**config.mk**
```make
export PLATFORM = sky130hd
export DESIGN_NAME = sram_ctrl
export DESIGN_NICKNAME = d
export VERILOG_FILES = /design/src/rtl/sram_ctrl.sv
export SDC_FILE = /design/constraint.sdc
export NUM_CORES = 1
export LEC_CHECK = 0
export BUFFER_PORTS_ARGS = -buffer_cell sky130_fd_sc_hd__buf_2
export CAP_MARGIN = 0
export CORE_MARGIN = 1.5
export CORE_UTILIZATION = 56
export CTS_CLUSTER_SIZE = 16
export DETAILED_ROUTE_END_ITERATION = 6
export PLACE_DENSITY = 0.85
export SLEW_MARGIN = 20
export SYNTH_ARGS = -nofsm -noshare
export SYNTH_HDL_FRONTEND = slang
export SYNTH_SLANG_ARGS = --single-unit
```
**constraint.sdc**
```tcl
create_clock -name clk -period 4 [get_ports clk]
set_input_delay 0.4 -clock clk [delete_from_list [all_inputs] [get_ports clk]]
set_output_delay 0.4 -clock clk [all_outputs]
set_load 0.01 [all_outputs]
```
**src/rtl/sram_ctrl.sv**
```systemverilog
// MEM-stage data memory front end: turns one 32-bit load/store into two timed
// half-word accesses on an external asynchronous 16-bit SRAM, stalling via ready.
module sram_ctrl #(
  parameter int BASE_ADDR       = 1024,
  parameter int SRAM_ADDR_WIDTH = 18,
  parameter int ACCESS_CYCLES   = 2
) (
  input  logic                       clk,
  input  logic                       rst,
  input  logic                       mem_read,
  input  logic                       mem_write,
  input  logic [31:0]                address,
  input  logic [31:0]                write_data,
  output logic [31:0]                read_data,
  output logic                       ready,
  output logic [SRAM_ADDR_WIDTH-1:0] sram_addr,
  output logic [15:0]                sram_dq_wr,
  input  logic [15:0]                sram_dq_rd,
  output logic                       sram_dq_oe,
  output logic                       sram_we_n,
  output logic                       sram_ce_n,
  output logic [1:0]                 dbg_state
);

  localparam int CW = (ACCESS_CYCLES > 1) ? $clog2(ACCESS_CYCLES) : 1;
  localparam int WW = SRAM_ADDR_WIDTH - 1;
  localparam logic [CW-1:0] RELOAD = CW'(ACCESS_CYCLES - 1);

  typedef enum logic [1:0] {S_IDLE, S_LOW, S_HIGH, S_DONE} state_t;

  state_t                     r_state, w_state_nxt;
  logic [CW-1:0]              r_cnt, w_cnt_nxt;
  logic                       r_write, w_write_nxt;
  logic [WW-1:0]              r_word, w_word_nxt;
  logic [31:0]                r_data, w_data_nxt;
  logic [15:0]                r_low;
  logic [31:0]                r_read_data;
  logic [SRAM_ADDR_WIDTH-1:0] r_sram_addr, w_sram_addr_nxt;
  logic [15:0]                r_dq_wr, w_dq_wr_nxt;
  logic                       r_oe, w_oe_nxt;
  logic                       r_we_n, w_we_n_nxt;
  logic                       r_ce_n, w_ce_n_nxt;
  logic                       w_req, w_latch, w_cap_low, w_cap_high, w_active;
  logic [31:0]                w_offset;
  logic [WW-1:0]              w_word_in;

  assign w_req     = mem_read | mem_write;
  assign w_offset  = address - 32'(BASE_ADDR);
  assign w_word_in = WW'(w_offset >> 2);

  assign ready      = ~w_req | (r_state == S_DONE);
  assign read_data  = r_read_data;
  assign sram_addr  = r_sram_addr;
  assign sram_dq_wr = r_dq_wr;
  assign sram_dq_oe = r_oe;
  assign sram_we_n  = r_we_n;
  assign sram_ce_n  = r_ce_n;
  assign dbg_state  = r_state;

  always_ff @(posedge clk or negedge rst) begin
    if (!rst) r_state <= S_IDLE;
    else      r_state <= w_state_nxt;
  end

  always_comb begin
    w_state_nxt = r_state;
    w_cnt_nxt   = r_cnt;
    w_latch     = 1'b0;
    w_cap_low   = 1'b0;
    w_cap_high  = 1'b0;
    case (r_state)
      S_IDLE: begin
        if (w_req) begin
          w_latch     = 1'b1;
          w_state_nxt = S_LOW;
          w_cnt_nxt   = RELOAD;
        end
      end
      S_LOW: begin
        if (r_cnt == '0) begin
          w_cap_low   = 1'b1;
          w_state_nxt = S_HIGH;
          w_cnt_nxt   = RELOAD;
        end else begin
          w_cnt_nxt = r_cnt - CW'(1);
        end
      end
      S_HIGH: begin
        if (r_cnt == '0) begin
          w_cap_high  = 1'b1;
          w_state_nxt = S_DONE;
        end else begin
          w_cnt_nxt = r_cnt - CW'(1);
        end
      end
      default: w_state_nxt = S_IDLE;
    endcase

    // Pins are computed from the next state so they can be registered glitch-free.
    w_write_nxt     = w_latch ? mem_write  : r_write;
    w_word_nxt      = w_latch ? w_word_in  : r_word;
    w_data_nxt      = w_latch ? write_data : r_data;
    w_active        = (w_state_nxt == S_LOW) || (w_state_nxt == S_HIGH);
    w_ce_n_nxt      = ~w_active;
    w_we_n_nxt      = ~(w_active & w_write_nxt);
    w_oe_nxt        = w_active & w_write_nxt;
    w_sram_addr_nxt = r_sram_addr;
    w_dq_wr_nxt     = r_dq_wr;
    if (w_active) begin
      w_sram_addr_nxt = {w_word_nxt, (w_state_nxt == S_HIGH)};
      w_dq_wr_nxt     = (w_state_nxt == S_HIGH) ? w_data_nxt[31:16] : w_data_nxt[15:0];
    end
  end

  always_ff @(posedge clk or negedge rst) begin
    if (!rst) begin
      r_cnt       <= '0;
      r_write     <= 1'b0;
      r_word      <= '0;
      r_data      <= '0;
      r_low       <= '0;
      r_read_data <= '0;
      r_sram_addr <= '0;
      r_dq_wr     <= '0;
      r_oe        <= 1'b0;
      r_we_n      <= 1'b1;
      r_ce_n      <= 1'b1;
    end else begin
      r_cnt       <= w_cnt_nxt;
      r_write     <= w_write_nxt;
      r_word      <= w_word_nxt;
      r_data      <= w_data_nxt;
      r_sram_addr <= w_sram_addr_nxt;
      r_dq_wr     <= w_dq_wr_nxt;
      r_oe        <= w_oe_nxt;
      r_we_n      <= w_we_n_nxt;
      r_ce_n      <= w_ce_n_nxt;
      if (w_cap_low && !r_write)  r_low       <= sram_dq_rd;
      if (w_cap_high && !r_write) r_read_data <= {sram_dq_rd, r_low};
    end
  end

endmodule

```
Word level (Yosys, flattened, before mapping)
Index checks and enable logic that the tools add are counted.

Bits in registers: 138. Word-level logic and storage cells: 50. Output and inout port bits: 72.

Muxes and demuxes: 17. Equal/unequal tests: 6. Reductions and logical operators: 7. Add/subtract/negate cells: 2. Bitwise logic cells: 6.

Operators by type and width (count): 32-bit 2-to-1 mux (1); 19-bit by 11-bit subtractor with 19-bit output, second input constant (1); 17-bit 2-to-1 mux (1); 16-bit 2-to-1 mux (1); 1-bit 2-to-1 mux (9); 2-bit equality test, second input constant (3); 2-bit 2-to-1 mux (3); 2-bit case mux with 3 select lines (1); 2-bit by 1-bit equality test with 1-bit output, second input constant (2); 1-bit inverter (3); 1-bit case mux with 3 select lines (1); 3-bit nonzero test (1); 1-bit logical AND (2); 2-bit logical NOT (1); 2-bit != test, second input constant (1); 1-bit OR (2); 2-bit AND reduction (1); 1-bit AND (1); 1-bit logical NOT (1); 1-bit logical OR (1); 1-bit subtractor, second input constant (1).

Logic depth before layout (Yosys ltp)
Depth after elaboration: 7. Depth in mapped cells: 8. Depth with buffers taken out: 6.

Worst setup path before layout
OpenSTA, ideal clock, no wires.

Path type: reg2reg. Start point: register r_state[0] (netlist: dbg_state[0]). End point: register r_dq_wr[10] (netlist: sram_dq_wr[10]). Period minus slack after synthesis: 2.321 ns. Arrival time: 2.198 ns. Stages on the path, launching flop included: 8. Setup slack: 1.679 ns. Setup time: 0.123 ns. Cells stage by stage: dfrtp_1 nor2b_1 a221o_1 ha_1 or2_2 clkbuf_1 clkbuf_1 o221a_2.

Word-level cells in the longest chain between the ends: 4. Elaborated cells between the ends (all ways): 13.

Ends and longest elaborated chain: start: declaration (RTL line 31) `state_t r_state, w_state_nxt;`; start signal: assignment (RTL line 62) `else r_state <= w_state_nxt;`; 2-bit equality test, or another cell as far along (RTL line 71) `case (r_state)`; 2-bit case mux with 3 select lines or 1-bit 2-to-1 mux (tied branches) (RTL line 71); 2-bit equality test, or another cell as far along (RTL line 103, 111); 16-bit 2-to-1 mux or 1-bit logical OR (tied branches) (RTL line 111, 103); end signal: assignment (RTL line 134) `r_dq_wr <= w_dq_wr_nxt;`; end: declaration (RTL line 39) `logic [15:0] r_dq_wr, w_dq_wr_nxt;`.

Several ways; a longest one is shown, not always the timed one. A chain may end at the register's enable or synchronous reset.

Worst setup path in the final report
Start point: register r_state[0] (netlist: dbg_state[0]). End point: register r_dq_wr[2] (netlist: sram_dq_wr[2]).

Word-level cells in the longest chain between the ends: 4. Elaborated cells between the ends (all ways): 13.

Ends and longest elaborated chain (RTL line): 2-bit equality test, or another cell as far along (71); 2-bit case mux with 3 select lines (*) (71); via w_state_nxt[1] (31); 2-bit equality test or 2-bit by 1-bit equality test with 1-bit output (tied branches) (103, 111); 16-bit 2-to-1 mux or 1-bit logical OR (tied branches) (111, 103).

Mark *: on every way through the listed nets, which the timed path passes. The rest lies on a longest branch.

==> summary.txt <==
Clock network
  – Clock Sinks: 138
  – CTS resizes: 0
  – Post-CTS Hold Buffers: 0
  – CTS Root Buffer Type: clkbuf_8
  – Postcts setup bufs: 0
  – Clk buf depth: 2
  – Number of CTS-inserted buffers: 17
  – Clock-pin slew on the worst setup and hold paths: roughly 0.06 ns
  – Clk_lat worst skew: 0.51 ns
  – H-tree depth: 4
  – CTS tree: yes

Final layout
  – Nets: between 500 and 600
  – Layout cells sized above 1: 0.5722
  – Post-layout util: 0.7132
  – Ant diodes: 0
  – Fill cells: between 600 and 700
  – Area growth, synth to finish: 25.06%

Timing
  – Final period util: 0.6721
  – Fmax: 372.0 MHz
  – Setup TNS: 0 ns
  – Slew at the pin closest to its max-slew limit: 0.8813 ns
  – Setup Skew: between 0.007 and 0.008 ns
  – Final hold vios: 0
  – Min Clock Period, post-route: 2.688 ns
  – Rel. slew slack: 0.4125
  – # setup viols final: 0
  – Slew Viols, Final: 0
  – Unrepaired setup endpoints after global routing: no

Global routing
  – Largest net degree at the start of global routing: ~120
  – Vias in the first global route: roughly 3700
  – First-pass GRT wire length: 17620 um
  – Grt ovf: 0
  – Initial antenna violation count: 0
  – Total global-route track usage: 0.2232

Synthesis
  – Ys async rst share: 1.000
  – Top FF cell, synth: dfrtp_1
  – Post-Syn Instances: between 300 and 400
  – Avg Cell Area, Syn: ~15 sq um
  – Unique masters post-synth: 33
  – Mapped Area: 5523 sq um
  – Net Count, Synth: ~450
  – Register area share after synthesis: 0.6257
  – Commonest cells post-synth: 136 x dfrtp_1, 87 x mux2_2, 18 x nand2b_1
  – Post-synth EDFFs: 0
  – Synth area leaders: dfrtp_1 62%, mux2_2 18%, mux2_4 3.3%
  – Register bit total from synthesis: 138
  – Dominant cell type by area after synthesis: dfrtp_1
  – Syn. warnings: 0
  – Count leader, synth: dfrtp_1
  – Synth top area share: 0.6162

Route
  – Vias/cell: 5.323
  – Total wire length: approximately 11000 um
  – Met2 routed WL: 5642 um
  – First DRT Iteration DRCs: between 60 and 70
  – Post-route antenna net violation count: 0
  – Met1 wire length: 4647 um
  – Met3 Wirelength: 637 um
  – DRC viols: 0
  – Uppermost routed layer: met4
  – Wire per inst: 16.81 um
  – Pre-Repair DR Iteration Count: 4
  – Via count: roughly 3500

Floorplanning
  – Initial Util: 0.5703
  – Core ar.: between 9000 and 10000 sq um
  – Die Y: 102.3 um
  – I/O pin count: 156
  – Die W: 102.3 um
  – Die ar.: 10470 sq um
  – Placement Rows: 36

Worst setup path
  – Worst path arrival time: 3.08 ns
  – Critical Path Start Type: flop
  – Critical path peak fanout: 17
  – Worst R2R Path Depth: 6
  – Crit Path Class: reg2reg
  – Req. time, crit path: 4.39 ns
  – Crit end category: flop

Placement
  – # port buffers: 140
  – Placed wire-length estimate: around 7400 um
  – GP Congestion: 0.7709

Pwr
  – Cell Pwr Density: 981.6 nW/um^2
  – Leakage power: 3.188 nW
  – Power, Total: 6.780 mW
  – Worst IR Drop VDD: 527.4 uV

Run status
  – Status: complete, no violations

Run
  – Max-cap viol count: 0

Worst hold path
  – Worst min path class: in2async
-- path summary, 6_finish.rpt --
path / start / to / slack (ns)
max reg2reg: dbg_state[0]$_DFF_PN0_ / sram_dq_wr[2]$_DFFE_PN0P_ / 1.31
max: dbg_state[0]$_DFF_PN0_ / sram_dq_wr[2]$_DFFE_PN0P_ / 1.31
min: rst / read_data[18]$_DFFE_PN0P_ / 0.02
min in group clk: write_data[14] / r_data[14]$_DFF_PN0_ / 0.13
min reg2reg: sram_addr[0]$_DFFE_PN0P_ / sram_addr[0]$_DFFE_PN0P_ / 0.49
max in group asynchronous: rst / sram_ce_n$_DFF_PN1_ / 3.07
-- report_power, final --
part	leakage (nW)	internal [mW]	switching (mW)
Combinational	1.28	1.42	1.32
Clock	0.285	0.971	0.587
Sequential	1.62	2.15	0.335
-- logic make-up (layout without fill, tap and decap cells) --
family / count (synthesis) / count (layout) / share of synthesized area
AOI/OAI and AO/OA: 38 / 38 / 0.05573
xor gates and xnor gates: 8 / 8 / 0.01269
adders and majority gates: 2 / 2 / 0.004530
buffers and inverters: 23 / 181 / 0.02515
DFF: 138 / 138 / 0.6257
muxes: 101 / 101 / 0.2141
and+or+nand+nor: 58 / 58 / 0.06208
-- cell usage in the layout (no fill, tap or decap), drive strengths merged --
cell type,synthesis,routed
o211ai,4,4
a21oi,1,1
nand3b,4,4
xnor2,5,5
bufinv,0,3
or3b,1,1
nor3,1,1
clkbuf,8,20
dfrtp,136,136
clkinvlp,0,3
nand2b,18,18
xor2,3,3
or2,4,4
dfstp,2,2
clkinv,0,4
nor2b,1,1
nor2,6,6
nand2,18,18
a221o,1,1
a22oi,1,1
ha,2,2
or3,1,1
o221a,16,16
nor4,3,3
o21ai,15,15
mux2,101,101
nor3b,1,1
inv,5,8
buf,10,143
-- layout make-up --
| type | instances | area (sq um) | area share |
|---|---|---|---|
| well taps | 133 | 166.4 | 0.02409 |
| repair buffers | 144 | 739.5 | 0.1071 |
| flip-flops and latches | 138 | 3456 | 0.5004 |
| clock inverters | 13 | 166.4 | 0.02409 |
| inverters | 5 | 18.77 | 0.002717 |
| clock buffers | 19 | 431.7 | 0.06250 |
| multi-input cells | 207 | 1928 | 0.2792 |
-- state kept, by name (all words and copies together) (netlist names) --
| name | flops |
|---|---|
| r_low | 16 |
| r_word | 17 |
| r_write | 1 |
| read_data | 32 |
| r_data | 32 |
| sram_ce_n | 1 |
| sram_we_n | 1 |
| sram_dq_oe | 1 |
| sram_addr | 18 |
| sram_dq_wr | 16 |
| r_cnt | 1 |
| dbg_state | 2 |
-- per-layer routing --
| metal | vias to the layer above | global-route usage |
|---|---|---|
| li1 | 1603 | - |
| met1 | 1770 | 0.2679 |
| met2 | 116 | 0.3770 |
| met3 | 19 | 0.06703 |
| met4 | 0 | 0.09168 |
| met5 | - | 0 |
-- stage by stage --
step | hold slack [ns] | instances | area [sq um] | worst slack [ns]
floorplan | 0.1044 | 368 | 5523 | 1.679
global placement | 0.4529 | 627 | 6306 | 1.233
detailed placement | 0.4570 | 627 | 6306 | 1.230
CTS | 0.07671 | 659 | 6904 | 1.322
global route | 0.07670 | 659 | 6907 | 1.147
finish | 0.01595 | 659 | 6907 | 1.312
-- critical path, stage by stage (launching register included) --
cell and delay (ns):
dfrtp_1 0.56, nor2b_1 0.23, nand2_1 0.13, o21ai_0 0.13, ha_1 0.45, nand2b_1 0.60, o221a_2 0.47
(Power assumes the default switching activity.)
